<file path="src/rtl/mw_stage_reg_pkg.sv">
// rtl/mw_stage_reg_pkg.sv - shared codes, control-field struct and defaults for the MEM/WB stage
package mw_stage_reg_pkg;

    // Write-data source select; 2'b11 is reserved and falls back to the ALU path
    typedef enum logic [1:0] {
        WD_ALU = 2'b00,
        WD_MEM = 2'b01,
        WD_PC8 = 2'b10
    } wd_sel_e;

    // Load flavours; unlisted codes behave as a full-word load
    typedef enum logic [2:0] {
        LD_W  = 3'b000,
        LD_BU = 3'b001,
        LD_B  = 3'b010,
        LD_HU = 3'b011,
        LD_H  = 3'b100
    } ld_type_e;

    localparam logic [31:0] RESET_PC_DEF = 32'h0000_3000;

    // Width-independent control fields held in the W stage
    typedef struct packed {
        logic       valid;
        logic       grfwe;
        logic [4:0] addr;
        logic [1:0] tnew;
        logic [1:0] wd_sel;
        logic [2:0] ld_type;
        logic [1:0] byte_off;
    } w_ctrl_t;

    localparam w_ctrl_t CTRL_BUBBLE = '0;

    // Result latency one stage later, never going below zero
    function automatic logic [1:0] tnew_dec(input logic [1:0] tnew);
        return (tnew == 2'd0) ? 2'd0 : tnew - 2'd1;
    endfunction

endpackage

</file>
<file path="src/rtl/mw_stage_reg_load_ext.sv">
// rtl/mw_stage_reg_load_ext.sv - byte/half/word selection and extension of loaded data
module load_ext
    import mw_stage_reg_pkg::*;
#(
    parameter int WIDTH = 32
) (
    input  logic [WIDTH-1:0] word_i,
    input  logic [1:0]       off_i,
    input  logic [2:0]       type_i,
    output logic [WIDTH-1:0] data_o
);

    logic [7:0]  byte_sel;
    logic [15:0] half_sel;

    // Pick the addressed byte and halfword out of the aligned word
    always_comb begin
        byte_sel = word_i[7:0];
        case (off_i)
            2'd0:    byte_sel = word_i[7:0];
            2'd1:    byte_sel = word_i[15:8];
            2'd2:    byte_sel = word_i[23:16];
            default: byte_sel = word_i[31:24];
        endcase
        // The low offset bit is irrelevant for halfword loads
        half_sel = off_i[1] ? word_i[31:16] : word_i[15:0];
    end

    // Extend the selected slice according to the load flavour
    always_comb begin
        data_o = word_i;
        case (type_i)
            LD_BU:   data_o = {{(WIDTH-8){1'b0}}, byte_sel};
            LD_B:    data_o = {{(WIDTH-8){byte_sel[7]}}, byte_sel};
            LD_HU:   data_o = {{(WIDTH-16){1'b0}}, half_sel};
            LD_H:    data_o = {{(WIDTH-16){half_sel[15]}}, half_sel};
            default: data_o = word_i;
        endcase
    end

endmodule

</file>
<file path="src/rtl/mw_stage_reg.sv">
// rtl/mw_stage_reg.sv - MEM/WB pipeline register, write-back data mux and retire counter
module mw_stage_reg
    import mw_stage_reg_pkg::*;
#(
    parameter int               WIDTH    = 32,
    parameter logic [WIDTH-1:0] RESET_PC = WIDTH'(RESET_PC_DEF)
) (
    input  logic             clk,
    input  logic             reset,
    input  logic             en,
    input  logic             flush,
    input  logic             M_Valid,
    input  logic             M_GRFWE,
    input  logic [4:0]       M_Addr,
    input  logic [1:0]       M_WDSel,
    input  logic [WIDTH-1:0] M_ALUOut,
    input  logic [WIDTH-1:0] M_DMRD,
    input  logic [1:0]       M_ByteOff,
    input  logic [2:0]       M_LoadType,
    input  logic [WIDTH-1:0] M_PC,
    input  logic [1:0]       M_Tnew,
    output logic             W_Valid,
    output logic             W_GRFWE,
    output logic [4:0]       W_Addr,
    output logic [WIDTH-1:0] W_WD,
    output logic [1:0]       W_Tnew,
    output logic [WIDTH-1:0] W_PC,
    output logic [31:0]      W_RetireCnt
);

    w_ctrl_t          ctrl_q, ctrl_d;
    logic [WIDTH-1:0] alu_q, alu_d;
    logic [WIDTH-1:0] dmrd_q, dmrd_d;
    logic [WIDTH-1:0] pc_q, pc_d;
    logic [31:0]      retire_cnt_q;
    logic [31:0]      retire_cnt_d;
    logic             capture_we;
    logic [WIDTH-1:0] load_data;

    // A bubble or a $0 destination must never produce a register write
    assign capture_we = M_GRFWE & M_Valid & (M_Addr != 5'd0);

    // Next stage contents: flush beats advance, otherwise hold
    always_comb begin
        ctrl_d = ctrl_q;
        alu_d  = alu_q;
        dmrd_d = dmrd_q;
        pc_d   = pc_q;
        if (flush) begin
            ctrl_d = CTRL_BUBBLE;
            alu_d  = '0;
            dmrd_d = '0;
            pc_d   = RESET_PC;
        end else if (en) begin
            ctrl_d.valid    = M_Valid;
            ctrl_d.grfwe    = capture_we;
            ctrl_d.addr     = capture_we ? M_Addr : 5'd0;
            ctrl_d.tnew     = tnew_dec(M_Tnew);
            ctrl_d.wd_sel   = M_WDSel;
            ctrl_d.ld_type  = M_LoadType;
            ctrl_d.byte_off = M_ByteOff;
            alu_d           = M_ALUOut;
            dmrd_d          = M_DMRD;
            pc_d            = M_PC;
        end
    end

    // The instruction in W retires whenever the stage advances past it, flush or not
    assign retire_cnt_d = retire_cnt_q + {31'd0, ctrl_q.valid & en};

    // Stage registers and retire counter; reset overrides everything
    always_ff @(posedge clk) begin
        if (reset) begin
            ctrl_q       <= CTRL_BUBBLE;
            alu_q        <= '0;
            dmrd_q       <= '0;
            pc_q         <= RESET_PC;
            retire_cnt_q <= 32'd0;
        end else begin
            ctrl_q       <= ctrl_d;
            alu_q        <= alu_d;
            dmrd_q       <= dmrd_d;
            pc_q         <= pc_d;
            retire_cnt_q <= retire_cnt_d;
        end
    end

    load_ext #(
        .WIDTH (WIDTH)
    ) u_load_ext (
        .word_i (dmrd_q),
        .off_i  (ctrl_q.byte_off),
        .type_i (ctrl_q.ld_type),
        .data_o (load_data)
    );

    // Write-back data from stored fields only, so there is no input-to-output path
    always_comb begin
        case (ctrl_q.wd_sel)
            WD_MEM:  W_WD = load_data;
            WD_PC8:  W_WD = pc_q + WIDTH'(8);
            default: W_WD = alu_q;
        endcase
    end

    assign W_Valid     = ctrl_q.valid;
    assign W_GRFWE     = ctrl_q.grfwe;
    assign W_Addr      = ctrl_q.addr;
    assign W_Tnew      = ctrl_q.tnew;
    assign W_PC        = pc_q;
    assign W_RetireCnt = retire_cnt_q;

endmodule

</file>
<file path="config.mk">
export PLATFORM = sky130hd
export DESIGN_NAME = mw_stage_reg
export DESIGN_NICKNAME = d
export VERILOG_FILES = /design/src/rtl/mw_stage_reg_pkg.sv /design/src/rtl/mw_stage_reg_load_ext.sv /design/src/rtl/mw_stage_reg.sv
export SDC_FILE = /design/constraint.sdc
export NUM_CORES = 1
export LEC_CHECK = 0
export CAP_MARGIN = 20
export CORE_MARGIN = 10
export CORE_UTILIZATION = 49
export CTS_CLUSTER_SIZE = 10
export DETAILED_ROUTE_END_ITERATION = 7
export PLACE_DENSITY = 0.82
export SLEW_MARGIN = 20
export SYNTH_ARGS = -nofsm -noshare
export SYNTH_HDL_FRONTEND = slang
export SYNTH_SLANG_ARGS = --single-unit
export TNS_END_PERCENT = 50
</file>
<file path="constraint.sdc">
create_clock -name clk -period 4.42 [get_ports clk]
set_input_delay 0.663 -clock clk [delete_from_list [all_inputs] [get_ports clk]]
set_output_delay 0.663 -clock clk [all_outputs]
set_load 0.05 [all_outputs]
</file>
## After elaboration in Yosys (flattened, before gate mapping)

Cells that the tools add are included.

- Output and inout port bits: 105
- Bits of input ports: 116
- Flip-flop bits (word level): 144
- Logic and storage cells: 35

- Muxes and demuxes: 6
- Reductions and logical operators: 4
- Equality and inequality tests: 8
- $add $sub $neg: 3
- Bitwise gates (word level): 3

Operators with widths:

| cell | count |
|---|---|
| 32-bit one-hot mux with 4 select lines | 1 |
| 32-bit one-hot mux with 2 select lines | 1 |
| 32-bit by 1-bit adder with 32-bit output | 1 |
| 32-bit by 4-bit adder with 32-bit output (second input constant) | 1 |
| 8-bit one-hot mux with 3 select lines | 1 |
| 16-bit 2-to-1 mux | 1 |
| 3-bit by 2-bit == test with 1-bit output (second input constant) | 2 |
| 5-bit 2-to-1 mux | 1 |
| 5-bit nonzero test | 1 |
| 2-bit by 1-bit == test with 1-bit output (second input constant) | 2 |
| 2-bit == test (second input constant) | 2 |
| 2-bit zero test | 2 |
| 1-bit bitwise AND | 3 |
| 3-bit by 1-bit == test with 1-bit output (second input constant) | 1 |
| 3-bit == test (second input constant) | 1 |
| 2-bit 2-to-1 mux | 1 |
| 2-bit OR reduction | 1 |
| 2-bit by 1-bit subtractor with 2-bit output (second input constant) | 1 |

## Depth between registers and ports, before layout

- Word-level depth: 4
- Gate-level depth with buffers: 10

## By module

From an unflattened synthesis, not the netlist that was laid out.

- Cells, all modules: 872
- Area, all modules: 7,641.1 um^2

By module, submodules not included:

| module | cells an instance | instances | area an instance (um^2) |
|---|---|---|---|
| mw_stage_reg | 722 | 1 | 6,522.5 |
| load_ext | 150 | 1 | 1,118.6 |

## Worst setup path after synthesis

OpenSTA, ideal clock, no wires.

- Path type: input to register
- Start point: in en
- End point: reg retire_cnt_q[26] (netlist: W_RetireCnt[26])
- Data arrival time: 3.178 ns
- Required time: 4.299 ns
- Stages on the path: 10
- Setup time: 0.121 ns
- Setup slack: 1.121 ns
- Path through: clkbuf_1 -> clkbuf_1 -> clkbuf_1 -> and2_1 -> ha_1 -> ha_1 -> nand3_1 -> or4_2 -> nor4_1 -> mux2_2

- Word-level cells in the longest chain between the ends: 2

RTL lines:

| item | RTL line | text |
|---|---|---|
| start: declaration | mw_stage_reg.sv:10 | `input logic en,` |
| 1-bit bitwise AND | mw_stage_reg.sv:69 | `assign retire_cnt_d = retire_cnt_q + {31'd0, ctrl_q.valid & en};` |
| 32-bit by 1-bit adder with 32-bit output | mw_stage_reg.sv:69 |  |
| end signal: assignment | mw_stage_reg.sv:84 | `retire_cnt_q <= retire_cnt_d;` |
| end: declaration | mw_stage_reg.sv:35 | `logic [31:0] retire_cnt_q;` |

Every way passes these cells.
A chain may end at the register's enable or synchronous reset.

## Final worst setup path

- Start point: reg ctrl_q[5] (netlist bit)
- End point: out W_WD[4]

- Word-level cells in the longest chain between the ends: 2
- Elaborated cells between the ends (all ways): 3
- Those cells by class: eq/ne (2); mux (1)

RTL lines:

| item | RTL line | text |
|---|---|---|
| start: declaration | mw_stage_reg.sv:31 | `w_ctrl_t ctrl_q, ctrl_d;` |
| start signal: assignment | mw_stage_reg.sv:80 | `ctrl_q <= ctrl_d;` |
| 2-bit == test / 2-bit by 1-bit == test with 1-bit output (equally long branches) | mw_stage_reg.sv:99 | `case (ctrl_q.wd_sel)` |
| 32-bit one-hot mux with 2 select lines (*) | mw_stage_reg.sv:99 |  |
| end: declaration | mw_stage_reg.sv:25 | `output logic [WIDTH-1:0] W_WD,` |

Every way passes the cells marked *; elsewhere a longest branch is shown, timed or not.

==> impl_metrics.env <==
export IMPL_run_status="finished clean"
export IMPL_die_x_um=146
export IMPL_post_drt_wl_per_cell_um=19.7
export IMPL_p_seq_frac=0.416
export IMPL_coreArea_um2=15400
export IMPL_synth_edf_count=0
export IMPL_synthTopCellsByArea="dfxtp_1 (37%), mux2i_1 (14%), nor2_1 (7.0%), nand3_1 (2.8%), clkbuf_1 (2.6%)"
export IMPL_switching_share=0.255
export IMPL_power_net_switching_w=0.000843
export IMPL_critPathTopFamily="buffers and inverters"
export IMPL_rows=45
export IMPL_cts_buffers=17
export IMPL_worstPathArrival_ps=3390
export IMPL_yosysTopAreaCell="dfxtp_1"
export IMPL_root_buffer="clkbuf_16"
export IMPL_synthDominantCellAreaShare=0.372
export IMPL_finalHoldViolCount=0
export IMPL_synth_distinct_cells=60
export IMPL_htree_levels=4
export IMPL_grt_overflow=0
export IMPL_syn_nets=1034
export IMPL_drv_slew=0
export IMPL_rsz0062_at_grt="no"
export IMPL_initial_core_util=0.505
export IMPL_crit_path_start_kind="flip-flop"
export IMPL_tns_ps=0
export IMPL_fin_nets=1211
export IMPL_ios=221
export IMPL_antenna_found_initial=1
export IMPL_yosysWarningCount=0
export IMPL_avgSynthCellArea_um2=8.50
export IMPL_cp_max_fo=20
export IMPL_p_int_w=0.00246
export IMPL_path_clk_slew_ps=60
export IMPL_fillers=1240
export IMPL_post_drt_via_cell_ratio=5.84
export IMPL_worstPathRequired_ps=3760
export IMPL_ys_seq_area_frac=0.372
export IMPL_syn_inst=913
export IMPL_pwr_density_cell_nw_per_um2=312
export IMPL_skew_ps=6.27
export IMPL_combPwrFrac=0.133
export IMPL_area_growth_pct=36.4
export IMPL_ys_ff_latch=144
export IMPL_synth_main_ff_cell="dfxtp_1"
export IMPL_drive_gt1_frac=0.0843
export IMPL_synth_common_cells="nor2_1 (145), dfxtp_1 (144), mux2i_1 (108)"
export IMPL_cp_slowest_cell="clkdlybuf4s50_1"
export IMPL_p_clk_frac=0.450
export IMPL_postCtsResizedCells=0
export IMPL_cts_num_sinks=144
export IMPL_clk_latency_ps=420
export IMPL_final_util=0.689
export IMPL_final_period_minus_worst_setup_slack_ps=4050
export IMPL_dr_first_iter_drc_count=649
export IMPL_slew_headroom=0.328
export IMPL_vias=7668
export IMPL_wirelength_mm=25.9
export IMPL_p_leak_nw=3.98
export IMPL_hpwl_mm=19.4
export IMPL_fp_dieArea_um2=21300
export IMPL_crit_path_max_incr_delay_ps=860
export IMPL_setup_viol_count_final=0
export IMPL_grt_pass1_wl_mm=40.8
export IMPL_place_gp_congestion=0.993
export IMPL_crit_path_end_kind="output pin"
export IMPL_dieHeight_um=146
export IMPL_worstHoldPathType="reg -> reg"
export IMPL_clock_fmax_mhz=247
export IMPL_n_antenna_cell=0
export IMPL_cts_setup_buffers=0
export IMPL_async_flop_share=0
export IMPL_grt_max_degree=111
export IMPL_first_pass_iters=6
export IMPL_grt_pass1_vias=7331
export IMPL_crit_chain="inv_1 -> ha_1 -> nand2b_1 -> nor3_1 -> o221ai_1 -> o211ai_1 -> clkdlybuf4s50_1"
export IMPL_peakVddDrop_mv=0.267
export IMPL_drc=0
export IMPL_synth_cell_area_um2=7760
export IMPL_clockBufferDepth=2
export IMPL_antenna_left=0
export IMPL_synth_most_common_cell="nor2_1"
export IMPL_cts_tree="done"
export IMPL_io_buffers=220
export IMPL_crit_buf_inv=2
export IMPL_worstMarginPinSlew_ps=1010
export IMPL_maxCapViolCount=0
export IMPL_crit_type="reg -> out"
export IMPL_finalCritPeriodShare=0.917
export IMPL_track_usage=0.235
export IMPL_ctsHoldBuffers=0
[logic make-up (layout without fill, tap and decap cells)]
kind of cell	count (synthesis)	after routing	synth area share
multiplexers	122	122	0.164
XOR/XNOR	19	19	0.0214
flip-flops	144	144	0.372
adder cells (fa/ha/maj)	5	5	0.00806
AND/OR/NAND/NOR	380	380	0.247
AO/OA/AOI/OAI	154	154	0.139
buffers and inverters	89	279	0.0490
[final cells by class]
type | instances | area (um^2) | share of cell area
tap | 211 | 264 | 0.0249
inverter | 11 | 41.3 | 0.00390
multi-input combinational | 680 | 4500 | 0.425
clock buffer | 20 | 457 | 0.0431
timing repair buffer | 236 | 2290 | 0.216
clock inverter | 12 | 158 | 0.0149
sequential | 144 | 2880 | 0.272
[cell usage in the layout, fill, tap and decap left out, types with 5 or more instances in the layout]
cell type,instances
clkdlybuf4s50_1,199
nor2_1,145
dfxtp_1,144
mux2i_1,108
nand2_1,44
nand3_1,43
buf_4,35
a21oi_1,34
o21ai_0,22
nand4_1,21
and2_1,21
nor4_1,17
clkbuf_16,17
o211ai_1,15
or4_1,13
xnor2_1,12
o221ai_1,12
a22oi_1,12
nand2b_1,12
mux2_2,11
inv_1,11
or3_1,11
nor3_1,10
and3_1,9
a41oi_1,9
o31ai_1,9
nor2b_1,8
xor2_1,7
o2111ai_1,6
a32oi_1,6
o21bai_1,6
and4_1,6
nor3b_1,5
a31o_2,5
ha_1,5
[stage by stage]
stage / instances / power, W / setup WS, ps / hold WS (ps) / cell area [um^2]
after floorplan: 913 / 0.00164 / 1120 / 446 / 7760
after global placement: 1282 / 0.00184 / 908 / 456 / 9970
after detailed placement: 1282 / 0.00184 / 861 / 457 / 9970
after CTS: 1314 / 0.00332 / 389 / 467 / 10600
after global routing: 1314 / 0.00342 / 128 / 481 / 10600
final: 1314 / 0.00330 / 369 / 463 / 10600
[power groups by stage]
| stage | sequential, W | clock (W) | combinational, W |
|---|---|---|---|
| 2_1_floorplan | 0.00142 | 0 | 0.000223 |
| 3_3_place_gp | 0.00140 | 0 | 0.000435 |
| 3_5_place_dp | 0.00140 | 0 | 0.000438 |
| 4_1_cts | 0.00137 | 0.00150 | 0.000441 |
| 5_1_grt | 0.00138 | 0.00157 | 0.000470 |
| 6_report | 0.00138 | 0.00149 | 0.000440 |
[path summary, 6_finish.rpt]
check | slack, ps | start | cells after the start | endpoint
hold reg to reg | 460 | W_Addr[3] | 2 | W_Addr[3]
setup / recovery | 370 | ctrl_q[5] | 7 | W_WD[4]
hold / removal | 460 | W_Addr[3] | 2 | W_Addr[3]
setup reg to reg | 1860 | W_Valid | 7 | W_RetireCnt[26]
[tightest hold or removal path: stages (launching register included)]
cell,delay (ps)
dfxtp_1,300
nand2b_1,60
a21oi_1,50
[layer usage]
metal / global-route usage / vias up / part of all wire
met2: 0.370 / 350 / 0.46
met4: 0.0875 / 2 / 0.031
li1: - / 3684 / -
met1: 0.291 / 3572 / 0.41
met3: 0.0817 / 60 / 0.093
met5: 0 / - / 0.00050
[registers in the layout, summed over array words and instances (netlist names), 2 cells and up]
name and cells:
W_Addr 5, alu_q 32, W_PC 32, W_Tnew 2
ctrl_q 7, W_RetireCnt 32, dmrd_q 32
Power figures use the tool's default switching activity.
